==> src/rtl/dpu_core.sv <==
// -----------------------------------------------------------------------------
// dpu_core
//   Data processing unit placed directly downstream of the SRAM controller.
//   It accepts one command at a time. On a load it latches the opcode and
//   drives the SRAM address. It takes the operand word on the first
//   requst_valid, computes the result in a single EXEC cycle, and holds the
//   result for the controller's write-back cycle (the second requst_valid).
//
//   Timing relative to a load at cycle T:
//     address valid at T+1, operand sampled at T+3,
//     result registered at the end of T+4 (valid at T+5),
//     write-back at T+5, dpu_done pulses at T+6.
//
// Ports
//   clk, rst_n          clock; asynchronous active-low reset
//   dpu_load_cmd        1-cycle strobe: nxt_cmd carries a DPU command
//   nxt_cmd[7:0]        [7]=1, [6:5]=opcode, [4:0]=SRAM address
//   requst_valid        1st pulse: operand valid; 2nd pulse: write-back
//   sram_data_to_dpu    operand word from the SRAM controller
//   err_clr             clears protocol_err (a same-cycle new error wins)
//   sram_addr_from_dpu  registered target address, held until the next load
//   sram_data_from_dpu  registered result word, held until the next load
//   dpu_busy            high from the cycle after load until write-back completes
//   dpu_done            1-cycle pulse in the cycle after write-back
//   protocol_err        sticky flag for illegal strobe sequences
// -----------------------------------------------------------------------------
module dpu_core #(
  parameter int                DATA_W   = 32,
  parameter int                ADDR_W   = 5,
  parameter logic [DATA_W-1:0] ACC_INIT = '0
) (
  input  logic              clk,
  input  logic              rst_n,
  input  logic              dpu_load_cmd,
  input  logic [7:0]        nxt_cmd,
  input  logic              requst_valid,
  input  logic [DATA_W-1:0] sram_data_to_dpu,
  input  logic              err_clr,
  output logic [ADDR_W-1:0] sram_addr_from_dpu,
  output logic [DATA_W-1:0] sram_data_from_dpu,
  output logic              dpu_busy,
  output logic              dpu_done,
  output logic              protocol_err
);

  typedef enum logic [1:0] {
    S_IDLE    = 2'd0,
    S_WAIT_OP = 2'd1,
    S_EXEC    = 2'd2,
    S_WAIT_WB = 2'd3
  } state_t;

  typedef enum logic [1:0] {
    OP_INC   = 2'd0,
    OP_NOT   = 2'd1,
    OP_BSWAP = 2'd2,
    OP_ACC   = 2'd3
  } op_t;

  state_t              r_state;
  state_t              w_next_state;
  op_t                 r_op;
  logic [ADDR_W-1:0]   r_addr;
  logic [DATA_W-1:0]   r_operand;
  logic [DATA_W-1:0]   r_result;
  logic [DATA_W-1:0]   r_acc;
  logic                r_done;
  logic                r_err;

  logic                w_accept_load;
  logic                w_capture_op;
  logic                w_exec;
  logic                w_wb_done;
  logic                w_err_set;
  logic [DATA_W-1:0]   w_bswap;
  logic [DATA_W-1:0]   w_result;

  // ---------------------------------------------------------------------------
  // FSM state register
  // ---------------------------------------------------------------------------
  // NOTE: sequential state is updated only with non-blocking assignments so
  // every flop samples values from before the clock edge.
  always_ff @(posedge clk or negedge rst_n) begin
    if (!rst_n) r_state <= S_IDLE;
    else        r_state <= w_next_state;
  end

  // ---------------------------------------------------------------------------
  // Next-state and control decode
  //   An illegal strobe never changes the state; it only raises w_err_set.
  // ---------------------------------------------------------------------------
  // NOTE: every signal gets a default first, so no path leaves one unassigned
  // and no latch is inferred.
  always_comb begin
    w_next_state  = r_state;
    w_accept_load = 1'b0;
    w_capture_op  = 1'b0;
    w_exec        = 1'b0;
    w_wb_done     = 1'b0;
    w_err_set     = 1'b0;
    unique case (r_state)
      S_IDLE: begin
        if (requst_valid) w_err_set = 1'b1;
        if (dpu_load_cmd) begin
          w_accept_load = 1'b1;
          w_next_state  = S_WAIT_OP;
          // A command with bit7 clear still runs but is flagged.
          if (!nxt_cmd[7]) w_err_set = 1'b1;
        end
      end
      S_WAIT_OP: begin
        if (dpu_load_cmd) w_err_set = 1'b1;
        if (requst_valid) begin
          w_capture_op = 1'b1;
          w_next_state = S_EXEC;
        end
      end
      S_EXEC: begin
        if (dpu_load_cmd || requst_valid) w_err_set = 1'b1;
        w_exec       = 1'b1;
        w_next_state = S_WAIT_WB;
      end
      S_WAIT_WB: begin
        if (dpu_load_cmd) w_err_set = 1'b1;
        if (requst_valid) begin
          w_wb_done    = 1'b1;
          w_next_state = S_IDLE;
        end
      end
      default: w_next_state = S_IDLE;
    endcase
  end

  // ---------------------------------------------------------------------------
  // Result computation (all arithmetic wraps modulo 2^DATA_W)
  // ---------------------------------------------------------------------------
  always_comb begin
    w_bswap = '0;
    for (int b = 0; b < DATA_W / 8; b++) begin
      w_bswap[8*b +: 8] = r_operand[DATA_W-8-8*b +: 8];
    end
  end

  always_comb begin
    w_result = '0;
    unique case (r_op)
      OP_INC:   w_result = r_operand + DATA_W'(1);
      OP_NOT:   w_result = ~r_operand;
      OP_BSWAP: w_result = w_bswap;
      OP_ACC:   w_result = r_acc + r_operand;
      default:  w_result = '0;
    endcase
  end

  // ---------------------------------------------------------------------------
  // Datapath registers
  //   Address and result are intentionally not cleared on return to IDLE;
  //   the controller may still sample them until the next load.
  // ---------------------------------------------------------------------------
  always_ff @(posedge clk or negedge rst_n) begin
    if (!rst_n) begin
      r_op      <= OP_INC;
      r_addr    <= '0;
      r_operand <= '0;
      r_result  <= '0;
      r_acc     <= ACC_INIT;
      r_done    <= 1'b0;
      r_err     <= 1'b0;
    end else begin
      r_done <= w_wb_done;
      if (w_accept_load) begin
        r_op   <= op_t'(nxt_cmd[6:5]);
        r_addr <= nxt_cmd[ADDR_W-1:0];
      end
      if (w_capture_op) r_operand <= sram_data_to_dpu;
      if (w_exec) begin
        r_result <= w_result;
        if (r_op == OP_ACC) r_acc <= w_result;
      end
      // A new error takes priority over a same-cycle clear.
      if (w_err_set)    r_err <= 1'b1;
      else if (err_clr) r_err <= 1'b0;
    end
  end

  assign sram_addr_from_dpu = r_addr;
  assign sram_data_from_dpu = r_result;
  assign dpu_busy           = (r_state != S_IDLE);
  assign dpu_done           = r_done;
  assign protocol_err       = r_err;

endmodule
==> config.mk <==
export PLATFORM = sky130hd
export DESIGN_NAME = dpu_core
export DESIGN_NICKNAME = d
export VERILOG_FILES = /design/src/rtl/dpu_core.sv
export SDC_FILE = /design/constraint.sdc
export NUM_CORES = 1
export LEC_CHECK = 0
export ABC_AREA = 1
export BUFFER_PORTS_ARGS = -buffer_cell sky130_fd_sc_hd__buf_4
export CAP_MARGIN = 20
export CORE_ASPECT_RATIO = 2
export CORE_UTILIZATION = 54
export DETAILED_ROUTE_END_ITERATION = 6
export PLACE_DENSITY = 0.89
export SYNTH_ARGS = -nofsm -noshare
export SYNTH_HDL_FRONTEND = slang
export SYNTH_SLANG_ARGS = --single-unit
==> constraint.sdc <==
create_clock -name clk -period 2.5 [get_ports clk]
set_input_delay 0.625 -clock clk [delete_from_list [all_inputs] [get_ports clk]]
set_output_delay 0.625 -clock clk [all_outputs]
set_load 0.01 [all_outputs]
Yosys cells after proc, flatten, opt, wreduce, memory -nomap -nowiden
Cells that the tools add are included.
{ "word_totals": {"ff_bits": 107, "out_inout_bits": 40, "elab_cells": 45} }
{ "op_classes": {"add_sub_neg": 2, "eq_ne": 9, "muxes": 17, "n_bitwise": 1, "n_reduce_logical": 8} }
{ "ops": {"columns": ["op", "count"], "rows": [
  ["$pmux 32 s4", 1],
  ["$add 32x1->32 const B", 1],
  ["$add 32x32->32", 1],
  ["$not 32->32", 1],
  ["$mux 1", 11],
  ["$eq 2x2->1 const B", 4],
  ["$pmux 2 s4", 1],
  ["$mux 2", 3],
  ["$ne 2x2->1 const B", 3],
  ["$eq 2x1->1 const B", 2],
  ["$logic_not 2->1", 2],
  ["$reduce_bool 2->1", 2],
  ["$pmux 1 s3", 1],
  ["$reduce_and 3->1", 1],
  ["$reduce_and 2->1", 1],
  ["$reduce_or 2->1", 1],
  ["$logic_or 1x1->1", 1]
]} }

Logic depth before layout (Yosys ltp)
{ "logic_depth": {"ltp_word": 5, "mapped_depth": 20, "depth_no_buf": 18} }

Least setup slack after synthesis
Ideal clock, no wire load.
{ "synth_timing": {"path_type": "register -> register", "startpoint": "register r_op[0]", "endpoint": "register r_acc[28]", "setup_ns": 0.118, "t_arrival_ns": 2.412, "required_ns": 2.382, "setup_slack_ns": -0.030, "stages_incl_launch_ff": 17, "path_buffers": 2, "synth_period_minus_slack_ns": 2.530, "cell_sequence": "dfrtp_1 -> ha_1 -> clkbuf_1 -> clkbuf_1 -> nand2_1 -> ha_1 -> fa_1 -> nand3_1 -> nand3_1 -> nand3_1 -> nand3_1 -> nand2_1 -> nand2_1 -> nand2_1 -> nand3_1 -> nand3_1 -> nand2_1"} }
{ "synth_via": {"elab_chain_len": 2, "word_cells_on_any_way": 6, "cone_classes": "eq/ne: 3; mux: 1; reduce/logical: 2"} }
{ "synth_lines": {"columns": ["element", "line_no", "rtl"], "rows": [
  ["start, declared", "62", "op_t r_op;"],
  ["start signal, assigned", "172", "r_op <= op_t'(nxt_cmd[6:5]);"],
  ["$eq 2x2->1, or another cell as far along", "146, 178", null],
  ["$pmux 32 s4 or $reduce_and 2->1 (tied branches)", null, null],
  ["end signal, assigned", "178", "if (r_op == OP_ACC) r_acc <= w_result;"],
  ["end, declared", "66", "logic [DATA_W-1:0] r_acc;"]
]} }
Parallel ways exist; a longest one is shown, timed or not.
A chain may end at the register's enable or synchronous reset.

Worst setup path in the final report
{ "layout_timing": {"startpoint": "register r_op[1]", "endpoint": "register r_result[6], in the netlist sram_data_from_dpu[6]"} }
{ "layout_via": {"elab_chain_len": 2, "word_cells_on_any_way": 5, "cone_classes": "eq/ne: 3; mux: 1; reduce/logical: 1"} }
{ "layout_lines": {"columns": ["element", "line_no", "rtl"], "rows": [
  ["$eq 2x2->1, or another cell as far along", "146", "unique case (r_op)"],
  ["$pmux 32 s4 *", "146", null],
  ["end signal, assigned", "177", "r_result <= w_result;"],
  ["end, declared", "65", "logic [DATA_W-1:0] r_result;"]
]} }
Mark *: on every way between the ends. The rest lies on a longest branch, timed or not.

==> summary.md <==
| Metric | Value |
|---|---|
| Status | `complete, but fails checks` |
| Failing checks | `negative setup slack` |
| R2R setup slack | `-0.15 ns` |
| Max-Cap Viols | `0` |
| Core Area | `12,900 um^2` |
| Layout filler cell count | `843` |
| GRT Util Overall | `38.6%` |
| DR WL met3 | `2250 um` |
| Metal2 WL | `14,200 um` |
| Vias in the first global route | `7,842` |
| Synth Warn # | `0` |
| Setup violations, final | `39` |
| Synth Cell Area | `7140 um^2` |
| Met1 wire length | `9020 um` |
| First-pass GRT wire length | `40,000 um` |
| Critical-path top delay cell | `fa_2` |
| Crit Path Category | `reg -> reg` |
| Final #Nets | `1,278` |
| R2r worst-path depth | `13` |
| Mean Syn Cell Area | `6.98 um^2` |
| Clock period minus worst slack | `2.65 ns` |
| Layout cells sized above 1 | `35.8%` |
| Clock Skew | `0.0174 ns` |
| FF+latch count, synth | `107` |
| I/O pins | `85` |
| Final hold vios | `0` |
| Slew headroom | `64.1%` |
| Area Overhead vs Synth | `41.4%` |
| Synth area leaders | `dfrtp_1 (37%), nand2_1 (20%), inv_1 (7.7%)` |
| Crit path to | `sram_data_from_dpu[6]` |
| Post-Syn Nets | `1,108` |
| Total wire length | `28,700 um` |
| Post-CTS Hold Fix Bufs | `0` |
| Drt via density | `5.99` |
| Total grt overflow | `0` |
| Critical path arrival | `2.84 ns` |
| Clk buf depth | `2` |
| Post-synth EDFFs | `0` |
| Clock Latency Late Sink | `0.37 ns` |
| Unrepaired setup endpoints after global routing | `yes` |
| Initial core utilization | `55.3%` |
| Type of origin of the critical path | `flop` |
| Clock slew at reported path FFs | `0.09 ns` |
| Sequential area share after synthesis | `37.5%` |
| Die Span Y | `165 um` |
| 1st-iter DRT viols | `814` |
| Hpwl dp | `19,000 um` |
| Yosys top cell area share | `37.5%` |
| Critical path's top delay family | `adder cells` |
| Tightest Hold Check Type | `in -> async` |
| Routability cong. | `1.04` |
| Worst Path Required | `2.68 ns` |
| Die ar. | `13,700 um^2` |
| Mean routed wirelength per cell | `21.2 um` |
| TritonCTS Buffers | `9` |
| Synth cell types | `35` |
| Ys flop type | `dfrtp_1` |
| Async SR Flop Fraction | `100%` |
| Routed vias | `8,082` |
| Antenna fix cells | `0` |
| Leading area contributor after synthesis | `dfrtp_1` |
| CP Capture Type | `flop` |
| DR top layer | `met4` |
| Die Wd | `83.3 um` |
| CTS root buf | `clkbuf_16` |
| Fin util | `78.2%` |
| Max frequency | `377 MHz` |
| Critical Path Max Stage Delay | `0.42 ns` |
| FF-to-FF End | `sram_data_from_dpu[6]` |
| I/O Buffers | `84` |
| Worst reg2reg startpoint | `r_op[1]` |
| Post-route setup slack | `-0.155 ns` |
| Row cnt | `59` |
| TritonRoute pass-1 iters | `6` |
| Synthesized netlist cell count | `1,023` |
| Crit. Startpoint | `r_op[1]` |
| Pin count of the biggest net entering global routing | `43` |
| Sink Count | `107` |
| Worst-path maximum fanout | `8` |
| Worst Tran Pin Value | `0.539 ns` |
| Place WS | `-0.242 ns` |
| Residual DRC | `0` |
| Initial antenna violation count | `0` |
| Period utilisation layout | `106%` |
| Hold WS | `0.233 ns` |
| Slew Limit Fails | `0` |
| WP buf/inv | `3` |
| H-tree depth | `3` |
| Remaining antenna violation count | `0` |
| CP dominant cell by count | `buf_4` |
| Crit path cell chain | `ha_4, buf_12, nand2_1, ha_2, fa_2, nand2_2, nand3_2, buf_4, buf_4, o21ai_1, a21oi_1, a21oi_2, o21ai_0` |
| CTS tree | `yes` |
| WP depth | `13` |
worst min path at each step:
| stage | from | endpoint | slack, ns | depth (start not counted) |
|---|---|---|---|---|
| 2_1_floorplan | rst_n | dpu_done | 0.33 | 0 |
| 4_1_cts | rst_n | sram_data_from_dpu[28] | 0.27 | 1 |
| 5_1_grt | rst_n | sram_data_from_dpu[28] | 0.28 | 1 |
| 3_5_place_dp | r_acc[24] | r_acc[24] | 0.47 | 2 |
| 6_report | rst_n | sram_data_from_dpu[28] | 0.23 | 1 |
| 3_3_place_gp | r_acc[22] | r_acc[22] | 0.46 | 2 |
cell usage in the layout, fill, tap and decap left out, types with 4 or more instances in the layout:
| cell type | synthesis | final |
|---|---|---|
| a21oi_2 | 0 | 10 |
| nor2_2 | 2 | 14 |
| nor3_2 | 0 | 4 |
| nand2_4 | 0 | 17 |
| buf_12 | 0 | 4 |
| buf_4 | 2 | 180 |
| clkbuf_16 | 0 | 11 |
| dfrtp_1 | 107 | 107 |
| nor2_4 | 0 | 9 |
| a21oi_1 | 48 | 35 |
| o22ai_1 | 5 | 5 |
| ha_1 | 39 | 8 |
| ha_4 | 0 | 29 |
| o21ai_1 | 3 | 6 |
| xor2_1 | 9 | 6 |
| nand2_1 | 385 | 319 |
| inv_1 | 147 | 133 |
| nand3_1 | 62 | 40 |
| nand2_2 | 5 | 54 |
| inv_2 | 0 | 13 |
| o221ai_1 | 6 | 6 |
| mux2_2 | 27 | 27 |
| o21ai_0 | 44 | 38 |
| nor2_1 | 60 | 39 |
| o211ai_1 | 12 | 12 |
| nand3_2 | 2 | 21 |
cell usage after synthesis, types with 3 or more instances:
library cell	count
o21ai_1	3
nor2_1	60
inv_1	147
a21oi_1	48
mux2_2	27
o22ai_1	5
xor2_1	9
o21ai_0	44
clkinv_1	3
nor3_1	5
nand2_2	5
ha_1	39
o211ai_1	12
dfrtp_1	107
nand2_1	385
clkbuf_1	21
a31oi_1	3
o221ai_1	6
buf_2	7
o21bai_1	4
nand3_1	62
area by class of cell:
cell class | instances | area, um^2 | area share, %
sequential | 107 | 2680 | 26.5
multi-input combinational | 735 | 4790 | 47.5
tap | 152 | 190 | 1.88
inverter | 150 | 566 | 5.60
timing repair buffer | 190 | 1540 | 15.3
clock buffer | 9 | 225 | 2.23
clock inverter | 7 | 103 | 1.02
metal layers:
layer | vias to the layer above | GRT usage, %
li1 | 3563 | -
met3 | 226 | 6.25
met4 | 0 | 33.8
met1 | 3729 | 38.6
met2 | 564 | 68.9
met5 | - | 0
flip-flops by register name, summed over array words and instances (netlist names):
signal	cells
r_acc	32
r_operand	32
sram_data_from_dpu	32
sram_addr_from_dpu	5
r_op	2
r_state	2
dpu_done	1
protocol_err	1
timing repair:
| item | in CTS | in global routing |
|---|---|---|
| gates cloned | 1 | 2 |
| setup endpoints to repair | 47 | 56 |
| buffers inserted | 0 | 9 |
| gates resized for setup | 83 | 156 |
| pin swaps | 6 | 42 |
through the flow:
stage / area (um^2) / setup TNS (ns) / instances
6_report: 10100 / -2.35 / 1350
5_1_grt: 10100 / -7.18 / 1350
4_1_cts: 9390 / -0.0468 / 1339
3_5_place_dp: 8570 / -4.90 / 1322
3_3_place_gp: 8570 / -3.53 / 1322
2_1_floorplan: 7140 / 0 / 1023
cell families after synthesis:
kind of cell             count (synthesis)  synth area share [%]
XOR/XNOR                                11                  1.35
adder cells (fa/ha/maj)                 40                  7.11
flip-flops                             107                  37.5
AO/OA/AOI/OAI                          129                  10.2
multiplexers                            27                  4.26
AND/OR/NAND/NOR                        528                  29.7
buffers and inverters                  181                  9.85
Power is left out: the tool's default activity adds up to more than one toggle a clock period on the data nets, which glitch-free logic cannot reach.
